--- config.mk ---
export PLATFORM = sky130hd
export DESIGN_NAME = uart_tx_drain_ctrl
export DESIGN_NICKNAME = d
export VERILOG_FILES = /design/src/rtl/uart_pkg.sv /design/src/rtl/uart_tx_drain_ctrl.sv
export SDC_FILE = /design/constraint.sdc
export NUM_CORES = 1
export LEC_CHECK = 0
export ABC_AREA = 0
export CORE_ASPECT_RATIO = 0.7
export CORE_MARGIN = 2
export CORE_UTILIZATION = 35
export DETAILED_ROUTE_END_ITERATION = 10
export PLACE_DENSITY_LB_ADDON = 0.12
export SLEW_MARGIN = 20
export SYNTH_ARGS = -nofsm -noshare
export SYNTH_HDL_FRONTEND = slang
export SYNTH_SLANG_ARGS = --single-unit
--- constraint.sdc ---
create_clock -name CLK -period 4.42 [get_ports CLK]
set_clock_uncertainty 0.05 [all_clocks]
set_input_delay 1.105 -clock CLK [delete_from_list [all_inputs] [get_ports CLK]]
set_output_delay 1.105 -clock CLK [all_outputs]
set_load 0.1 [all_outputs]
--- src/rtl/uart_pkg.sv ---
// ---------------------------------------------------------------------------
// uart_pkg
// Shared definitions for the UART core: data width, default FIFO read
// latency and the state encoding of the transmit drain sequencer.
// ---------------------------------------------------------------------------
package uart_pkg;

    // Width of one UART character as held in the FIFO and the shifter.
    localparam int UART_DW = 8;

    // Default FIFO read latency: RAM read plus output register.
    localparam int RD_LAT_DEF = 2;

    // Drain sequencer states (3-bit encoding).
    typedef enum logic [2:0] {
        ST_IDLE  = 3'd0,
        ST_READ  = 3'd1,
        ST_WAIT  = 3'd2,
        ST_OFFER = 3'd3,
        ST_GAP   = 3'd4
    } drain_state_e;

endpackage

--- src/rtl/uart_tx_drain_ctrl.sv ---
// ---------------------------------------------------------------------------
// uart_tx_drain_ctrl
// Moves bytes from the transmit FIFO to the UART shifter. Issues one
// active-low read strobe per byte, waits out the FIFO read latency, offers
// the byte with valid/ready, then inserts a programmable idle gap. In flush
// mode bytes are read and dropped without being offered.
//
// Ports:
//   CLK, RESET_N     clock (rising edge) and async active-low reset
//   enable           drain the FIFO while high
//   flush            read and discard FIFO contents (overrides enable)
//   gap_cfg          idle cycles after each handshake, sampled on handshake
//   fifo_empty       FIFO empty flag
//   fifo_data        FIFO read data, valid RD_LAT edges after the strobe
//   fifo_rdb         registered active-low FIFO read strobe
//   tx_valid/tx_data byte offered to the transmitter
//   tx_ready         transmitter accept
//   busy             sequencer not idle
//   byte_cnt         bytes handed to the transmitter since reset (wraps)
// ---------------------------------------------------------------------------
module uart_tx_drain_ctrl
    import uart_pkg::*;
#(
    parameter int RD_LAT = RD_LAT_DEF,
    parameter int GAP_W  = 8,
    parameter int CNT_W  = 16
) (
    input  logic               CLK,
    input  logic               RESET_N,
    input  logic               enable,
    input  logic               flush,
    input  logic [GAP_W-1:0]   gap_cfg,
    input  logic               fifo_empty,
    input  logic [UART_DW-1:0] fifo_data,
    output logic               fifo_rdb,
    output logic               tx_valid,
    output logic [UART_DW-1:0] tx_data,
    input  logic               tx_ready,
    output logic               busy,
    output logic [CNT_W-1:0]   byte_cnt
);

    // RD_LAT is at most 3, so the latency counter never exceeds 2.
    localparam int LAT_W = 2;
    localparam logic [LAT_W-1:0] LAT_LOAD = LAT_W'(RD_LAT - 1);

    drain_state_e       state_q, state_d;
    logic [LAT_W-1:0]   lat_q, lat_d;
    logic [GAP_W-1:0]   gap_q, gap_d;
    logic [UART_DW-1:0] tx_data_q, tx_data_d;
    logic [CNT_W-1:0]   byte_cnt_q, byte_cnt_d;
    logic               fifo_rdb_q, fifo_rdb_d;
    logic               tx_valid_q, tx_valid_d;
    logic               busy_q, busy_d;

    // Start a fetch only when the FIFO has data; re-evaluated every time the
    // sequencer leaves IDLE, GAP or OFFER so an empty FIFO is never read.
    logic               start_ok;

    always_comb begin
        state_d    = state_q;
        lat_d      = lat_q;
        gap_d      = gap_q;
        tx_data_d  = tx_data_q;
        byte_cnt_d = byte_cnt_q;
        start_ok   = (enable | flush) & ~fifo_empty;

        unique case (state_q)
            ST_IDLE: begin
                if (start_ok) state_d = ST_READ;
            end

            ST_READ: begin
                lat_d   = LAT_LOAD;
                state_d = ST_WAIT;
            end

            ST_WAIT: begin
                if (lat_q == '0) begin
                    tx_data_d = fifo_data;
                    if (flush) begin
                        // Discarded byte: one GAP cycle with no idle gap.
                        gap_d   = '0;
                        state_d = ST_GAP;
                    end else begin
                        state_d = ST_OFFER;
                    end
                end else begin
                    lat_d = lat_q - LAT_W'(1);
                end
            end

            ST_OFFER: begin
                if (flush) begin
                    gap_d   = '0;
                    state_d = ST_GAP;
                end else if (tx_ready) begin
                    byte_cnt_d = byte_cnt_q + CNT_W'(1);
                    if (gap_cfg == '0) begin
                        // Back-to-back: skip GAP and decide immediately.
                        gap_d   = '0;
                        state_d = start_ok ? ST_READ : ST_IDLE;
                    end else begin
                        gap_d   = gap_cfg;
                        state_d = ST_GAP;
                    end
                end
            end

            ST_GAP: begin
                // The cycle where the counter reaches 0 also makes the
                // IDLE decision, so gap_cfg=N yields exactly N idle cycles.
                if (gap_q <= GAP_W'(1)) begin
                    gap_d   = '0;
                    state_d = start_ok ? ST_READ : ST_IDLE;
                end else begin
                    gap_d = gap_q - GAP_W'(1);
                end
            end

            default: begin
                state_d = ST_IDLE;
            end
        endcase

        // Outputs are decoded from the next state and registered, so every
        // output (the read strobe in particular) comes straight from a flop.
        fifo_rdb_d = (state_d != ST_READ);
        tx_valid_d = (state_d == ST_OFFER);
        busy_d     = (state_d != ST_IDLE);
    end

    always_ff @(posedge CLK or negedge RESET_N) begin
        if (!RESET_N) begin
            state_q    <= ST_IDLE;
            lat_q      <= '0;
            gap_q      <= '0;
            tx_data_q  <= '0;
            byte_cnt_q <= '0;
            fifo_rdb_q <= 1'b1;
            tx_valid_q <= 1'b0;
            busy_q     <= 1'b0;
        end else begin
            state_q    <= state_d;
            lat_q      <= lat_d;
            gap_q      <= gap_d;
            tx_data_q  <= tx_data_d;
            byte_cnt_q <= byte_cnt_d;
            fifo_rdb_q <= fifo_rdb_d;
            tx_valid_q <= tx_valid_d;
            busy_q     <= busy_d;
        end
    end

    assign fifo_rdb = fifo_rdb_q;
    assign tx_valid = tx_valid_q;
    assign tx_data  = tx_data_q;
    assign busy     = busy_q;
    assign byte_cnt = byte_cnt_q;

endmodule

==> run summary, run 1 <==
outcome: finished clean
FP Rows: 23
Post-synth EDFFs: 0
total CTS buffers: 5
critical path data required time: 3.26 ns
cell area after layout: 0.002625 mm²
core area: 0.005640 mm²
DR WL/cell: 14.14 µm
Final Hold Viols: 0
part of the power in combinational logic: 0.543
antenna violations before repair: 0
Top FF cell, synth: dfrtp_1
Syn Inst Count: 187
sequential element share of the synthesized area: 0.4975
max_slew headroom: 0.3348
# port buffers: 48
power share of the clock group: 0.132
Int Power: 0.8919 mW
GRT Util Overall: 0.1515
Post-synth ARST share: 1.000
crit-path max FO: 1
Die Span Y: 67.48 µm
NumNets Final: 261
leak pwr: 1.116 nW
synthesized area per cell: 10.77 µm²
reg2reg path depth: 4
largest cells by area after synthesis: dfrtp_1 48%, mux2_2 5.0%, xnor2_1 3.5%
DRT iter0 DRCs: 115
unrepaired setup endpoints after global routing: no
Sw Share: 0.4966
actual slew at the worst max-slew pin: 0.9947 ns
# diodes: 0
Final ANT Viol Nets: 0
Distinct cells, synth: 54
vias in the first global route: 1505
CP startpoint kind: register
post-cts repair resize count: 0
die area: 0.006388 mm²
mean number of vias per cell: 4.987
f_max: 322.3 MHz
largest net degree at the start of global routing: 41
Sinks on Clock Net: 40
Slowest Stage Delay on Critical Path: 1.14 ns
register-to-register setup slack: 2.35 ns
Synth top area share: 0.4845
Ports: 49
hold buffers post-CTS: 0
post-layout min period: 3.103 ns
CTS Buffer Depth: 2
via count: 1551
CP Class: reg -> out
Setup-failing EPs final: 0
critical path cell sequence: clkdlybuf4s50_1
NetSw: 0.8799 mW
area delta synth->final: 30.31%
CTS tree: built
Routed WL: 4398 µm
worst hold path cell count: 1
kind of cell adding the most delay to the critical path: buffers and inverters
buffers and inverters on the worst path: 1
Setup TNS: 0 ns
Stages on worst setup path: 1
root buf cell: clkbuf_8
slowest CP cell: clkdlybuf4s50_1
Worst VDD drop: 0.0004121 V
Remaining DRCs: 0
fin crit share: 0.7021
YS warnings: 0
data arrival time of the worst path: 1.95 ns
GRT overflow: 0
Net Count, Synth: 213
Final Max Tran Viols: 0
clk slew on worst S/H paths: 0.08 ns
Post-Synthesis Cell Area: 0.002014 mm²
Cell Area, Placed: 0.002544 mm²
power per cell area: 675.0 mW/mm²
Synth Register Bits: 40
Worst-Skew Late Latency: 0.29 ns
Critical Path End Type: primary output
Max Cap Viol: 0
DRT Pass-1 Iters: 4
largest area contributor in the netlist: dfrtp_1
initial core utilization: 0.3571
dpl hpwl: 3229 µm
Final GP Congestion: 0.7936
Die Wd: 94.68 µm
sequential share of power: 0.325
number of H-tree levels: 2
first-pass GRT wire length: 7314 µm
post-CTS setup buffer count: 0
share of layout cells above drive strength 1: 0.1271
worst hold path class: reg -> reg
[sequential cells by signal (all words and copies together), names as in the netlist]
name      count
byte_cnt     16
gap_q         8
tx_data       8
state_q       3
lat_q         2
busy          1
fifo_rdb      1
tx_valid      1
[per-layer routing]
layer	vias up	track usage	routed length (µm)
li1	775	-	-
met1	724	0.2208	2277
met2	48	0.2110	1741
met3	4	0.04353	327
met4	0	0.05978	51
met5	-	0	0
[cell families after synthesis]
| family | Yosys count | synth area share |
|---|---|---|
| AOI/OAI and AO/OA | 34 | 0.1242 |
| xor gates and xnor gates | 15 | 0.06522 |
| adders and majority gates | 4 | 0.02485 |
| buffers and inverters | 19 | 0.04223 |
| DFF | 40 | 0.4975 |
| muxes | 9 | 0.05031 |
| and+or+nand+nor | 66 | 0.1957 |
[cells in the mapped netlist, drive strengths merged (4+ instances only)]
cell type,count
clkbuf,4
xnor2,8
a221o,4
a31oi,5
nor3,8
mux2,9
a21oi,5
dfrtp,39
nor2,13
xor2,7
ha,4
nand3,5
nor4,7
inv,12
nand2,7
[cell type report]
class / count / area, µm²
timing repair buffer: 48 / 475.5
tap: 75 / 93.84
clock buffer: 7 / 76.32
inverter: 12 / 45.04
multi-input combinational: 128 / 927.1
fill: 554 / 3015
clock inverter: 1 / 5.005
sequential: 40 / 1002
[power groups by stage]
stage	clock [mW]	sequential, mW	combinational (mW)
after CTS	0.242	0.574	0.965
after detailed placement	0	0.581	0.964
after global placement	0	0.582	0.960
after global routing	0.254	0.596	1.03
after floorplan	0	0.947	0.372
final	0.234	0.575	0.962
[final timing paths]
check                             start      endpoint
max                            fifo_rdb      fifo_rdb
min                        byte_cnt[15]  byte_cnt[15]
max reg2reg                  state_q[0]      fifo_rdb
min reg2reg                byte_cnt[15]  byte_cnt[15]
max in group asynchronous       RESET_N   byte_cnt[7]
min in group asynchronous       RESET_N      gap_q[0]
[metrics by stage]
step | utilization | worst slack [ns] | hold WS (ns) | cells | total power [mW]
final | 0.4654 | 1.317 | 0.4200 | 311 | 1.772
after global routing | 0.4654 | 1.287 | 0.4348 | 311 | 1.879
after CTS | 0.4654 | 1.298 | 0.4289 | 311 | 1.782
after detailed placement | 0.4510 | 1.293 | 0.4145 | 303 | 1.545
after global placement | 0.4510 | 1.268 | 0.4314 | 303 | 1.542
after floorplan | - | 2.042 | 0.4525 | 187 | 1.319
[cell usage in the layout (no fill, tap or decap), types with 3 or more instances in the layout]
cell type	instances
clkdlybuf4s50_1	47
dfrtp_1	39
inv_1	12
nor2_1	12
mux2_2	9
nor3_1	8
xnor2_1	8
nand2_1	7
xor2_1	7
nand3_1	5
nor4_1	5
a31oi_1	5
a21oi_1	5
clkbuf_8	5
ha_1	4
or2_2	3
nand2b_1	3
o21bai_1	3
or3_1	3
o21ai_0	3
a221o_1	3
Power figures use the tool's default switching activity.
==> run 2, diff against run 1 <==
==> constraint.sdc (replaced) <==
create_clock -name CLK -period 3.24 [get_ports CLK]
set_clock_uncertainty 0.05 [all_clocks]
set_input_delay 0.81 -clock CLK [delete_from_list [all_inputs] [get_ports CLK]]
set_output_delay 0.81 -clock CLK [all_outputs]
set_load 0.1 [all_outputs]
==> run 2 against run 1 <==
Count of clock-buffer cells in the layout down 1. Worst hold slack better by 0.015 ns. Utilization shrank 0.22 points. Global-route usage decreased by 1.3 points. Combinational power grew 34%. Register-to-register slack lost 1.2 ns. Sequential power up 37%. Largest cell class unchanged. Sequential share of layout area increased by 0.18 points. Cell area is 0.48% lower.
==> run summary, run 2 (same netlist as run 1, synthesis figures left out) <==
outcome: finished clean
Setup-failing EPs final: 0 (unchanged)
Setup crit start: flush
reg2reg start: gap_q[0]
Worst-Skew Late Latency: 0.29 ns (about the same)
DRT iter0 DRCs: 121 (+5.2%)
CP startpoint kind: primary input
critical path data required time: 3.37 ns (+0.11 ns)
Final Max Tran Viols: 0 (unchanged)
met3 Usage GRT: 0.03571 (-0.007813)
Routed WL: 4263 µm (-3.1%)
power per cell area: 959.0 mW/mm² (+42%)
Die Span Y: 67.48 µm (unchanged)
initial core utilization: 0.3571 (unchanged)
dpl hpwl: 3133 µm (-3.0%)
post-cts repair resize count: 0 (unchanged)
Final GP Congestion: 0.8689 (+9.5%)
Sinks on Clock Net: 40 (unchanged)
Final Hold Viols: 0 (unchanged)
Die Wd: 94.68 µm (unchanged)
register-to-register setup slack: 1.19 ns (-1.16 ns)
hold buffers post-CTS: 0 (unchanged)
Largest register FFs: 16 (unchanged)
max_slew headroom: 0.3824 (+0.04759)
post-layout min period: 2.273 ns
share of layout cells above drive strength 1: 0.2563 (+0.1292)
NumNets Final: 263 (+0.77%)
commonest non-fill, non-tap cell in the layout: dfrtp_1
largest net degree at the start of global routing: 41 (unchanged)
GRT overflow: 0 (unchanged)
data arrival time of the worst path: 2.41 ns (+0.46 ns)
R2R Path End: gap_q[6]
sequential share of power: 0.314 (-0.011)
fin crit share: 0.7015
filler instances: 535 (-3.4%)
Int Power: 1.297 mW (+45%)
Remaining DRCs: 0 (unchanged)
power consumption: 2.505 mW (+41%)
Worst VDD drop: 0.0004969 V (+21%)
# diodes: 0 (unchanged)
FP Rows: 23 (unchanged)
met2 usage: 0.1755 (-0.03546)
Critical Path End Type: register
vias in the first global route: 1364 (-9.4%)
leak pwr: 1.175 nW (+5.4%)
worst hold path class: reg -> reg
area delta synth->final: 29.69%
mean number of vias per cell: 4.911 (-1.5%)
root buf cell: clkbuf_8
Sw Share: 0.4824 (-0.01417)
post-CTS setup buffer count: 0 (unchanged)
# port buffers: 48 (unchanged)
unrepaired setup endpoints after global routing: no
reg2reg path depth: 6 (+2)
Setup TNS: 0 ns (unchanged)
Non-Filler Instances: 313 (+0.64%)
Critical Path Sink: gap_q[7]
crit-path max FO: 9 (+8)
GRT Util Overall: 0.1388 (-0.01277)
clk slew on worst S/H paths: 0.08 ns (about the same)
NetSw: 1.209 mW (+37%)
met1 Use GR: 0.2213 (+0.0004668)
GRT busiest layer: met1
Ports: 49 (unchanged)
core area: 0.005640 mm² (unchanged)
commonest non-fill, non-tap cells in the layout: 39 x dfrtp_1, 29 x buf_4, 20 x clkdlybuf4s50_1, 12 x inv_1, 12 x nor2_1
DRT Pass-1 Iters: 4 (unchanged)
via count: 1537 (-0.90%)
number of H-tree levels: 2 (unchanged)
Final ANT Viol Nets: 0 (unchanged)
CP Class: in -> reg
CTS tree: built
CTS Buffer Depth: 2 (unchanged)
power share of the clock group: 0.172 (+0.040)
part of the power in combinational logic: 0.514 (-0.029)
die area: 0.006388 mm² (unchanged)
Placed Cells: 305 (+0.66%)
actual slew at the worst max-slew pin: 0.9264 ns (-0.06827 ns)
f_max: 440.0 MHz
first-pass GRT wire length: 6686 µm (-8.6%)
DR WL/cell: 13.62 µm (-3.7%)
total CTS buffers: 5 (unchanged)
Max Cap Viol: 0 (unchanged)
antenna violations before repair: 0 (unchanged)
[run 2: cell count changes in the layout (fill, tap and decap cells not counted), sizes merged]
cell           previous run  this run
buf                       1        30
bufinv                    0         1
clkbuf                    7         6
clkdlybuf4s50            47        20
[run 2: how the worst min path moves through the flow]
stage | startpoint | to | cells after the start
after floorplan | gap_q[1] | gap_q[1] | 1
after global placement | byte_cnt[15] | byte_cnt[15] | 1
after detailed placement | byte_cnt[15] | byte_cnt[15] | 1
after CTS | byte_cnt[15] | byte_cnt[15] | 1
after global routing | byte_cnt[15] | byte_cnt[15] | 1
final | byte_cnt[15] | byte_cnt[15] | 1
[run 2: area by class of cell]
type | instances | area [µm²] | area share
timing repair buffer | 50 | 422.9 | 0.1619
clock buffer | 6 | 82.58 | 0.03161
clock inverter | 2 | 38.79 | 0.01485
tap | 75 | 93.84 | 0.03592
inverter | 12 | 45.04 | 0.01724
sequential | 40 | 1002 | 0.3836
multi-input combinational | 128 | 927.1 | 0.3549
[run 2: layer usage]
layer  up-vias  share of wire
met1       702           0.54
met4         0         0.0096
met3         4          0.079
met2        55           0.37
li1        776              -
met5         -              0
[run 2: critical path: stages]
cell,delay (ns)
clkdlybuf4s50_1,0.66
or2_2,0.20
a31oi_1,0.09
buf_4,0.17
o21bai_1,0.15
a221o_2,0.32
[run 2: power groups by stage]
stage	sequential [mW]	clock (mW)	combinational, mW
6_report	0.786	0.431	1.29
5_1_grt	0.811	0.465	1.38
4_1_cts	0.783	0.447	1.29
3_5_place_dp	0.792	0	1.29
3_3_place_gp	0.794	0	1.30
2_1_floorplan	1.29	0	0.507
[run 2: metrics by stage]
stage                     setup slack (ns)  cell area (µm²)  hold WS [ns]    util
after global routing                0.8713             2613        0.4453  0.4632
after CTS                           0.9768             2613        0.4350  0.4632
after floorplan                     0.9554             2014        0.4525       -
after detailed placement            0.6530             2491        0.4235  0.4417
after global placement              0.6944             2491        0.4281  0.4417
final                               0.9671             2613        0.4348  0.4632
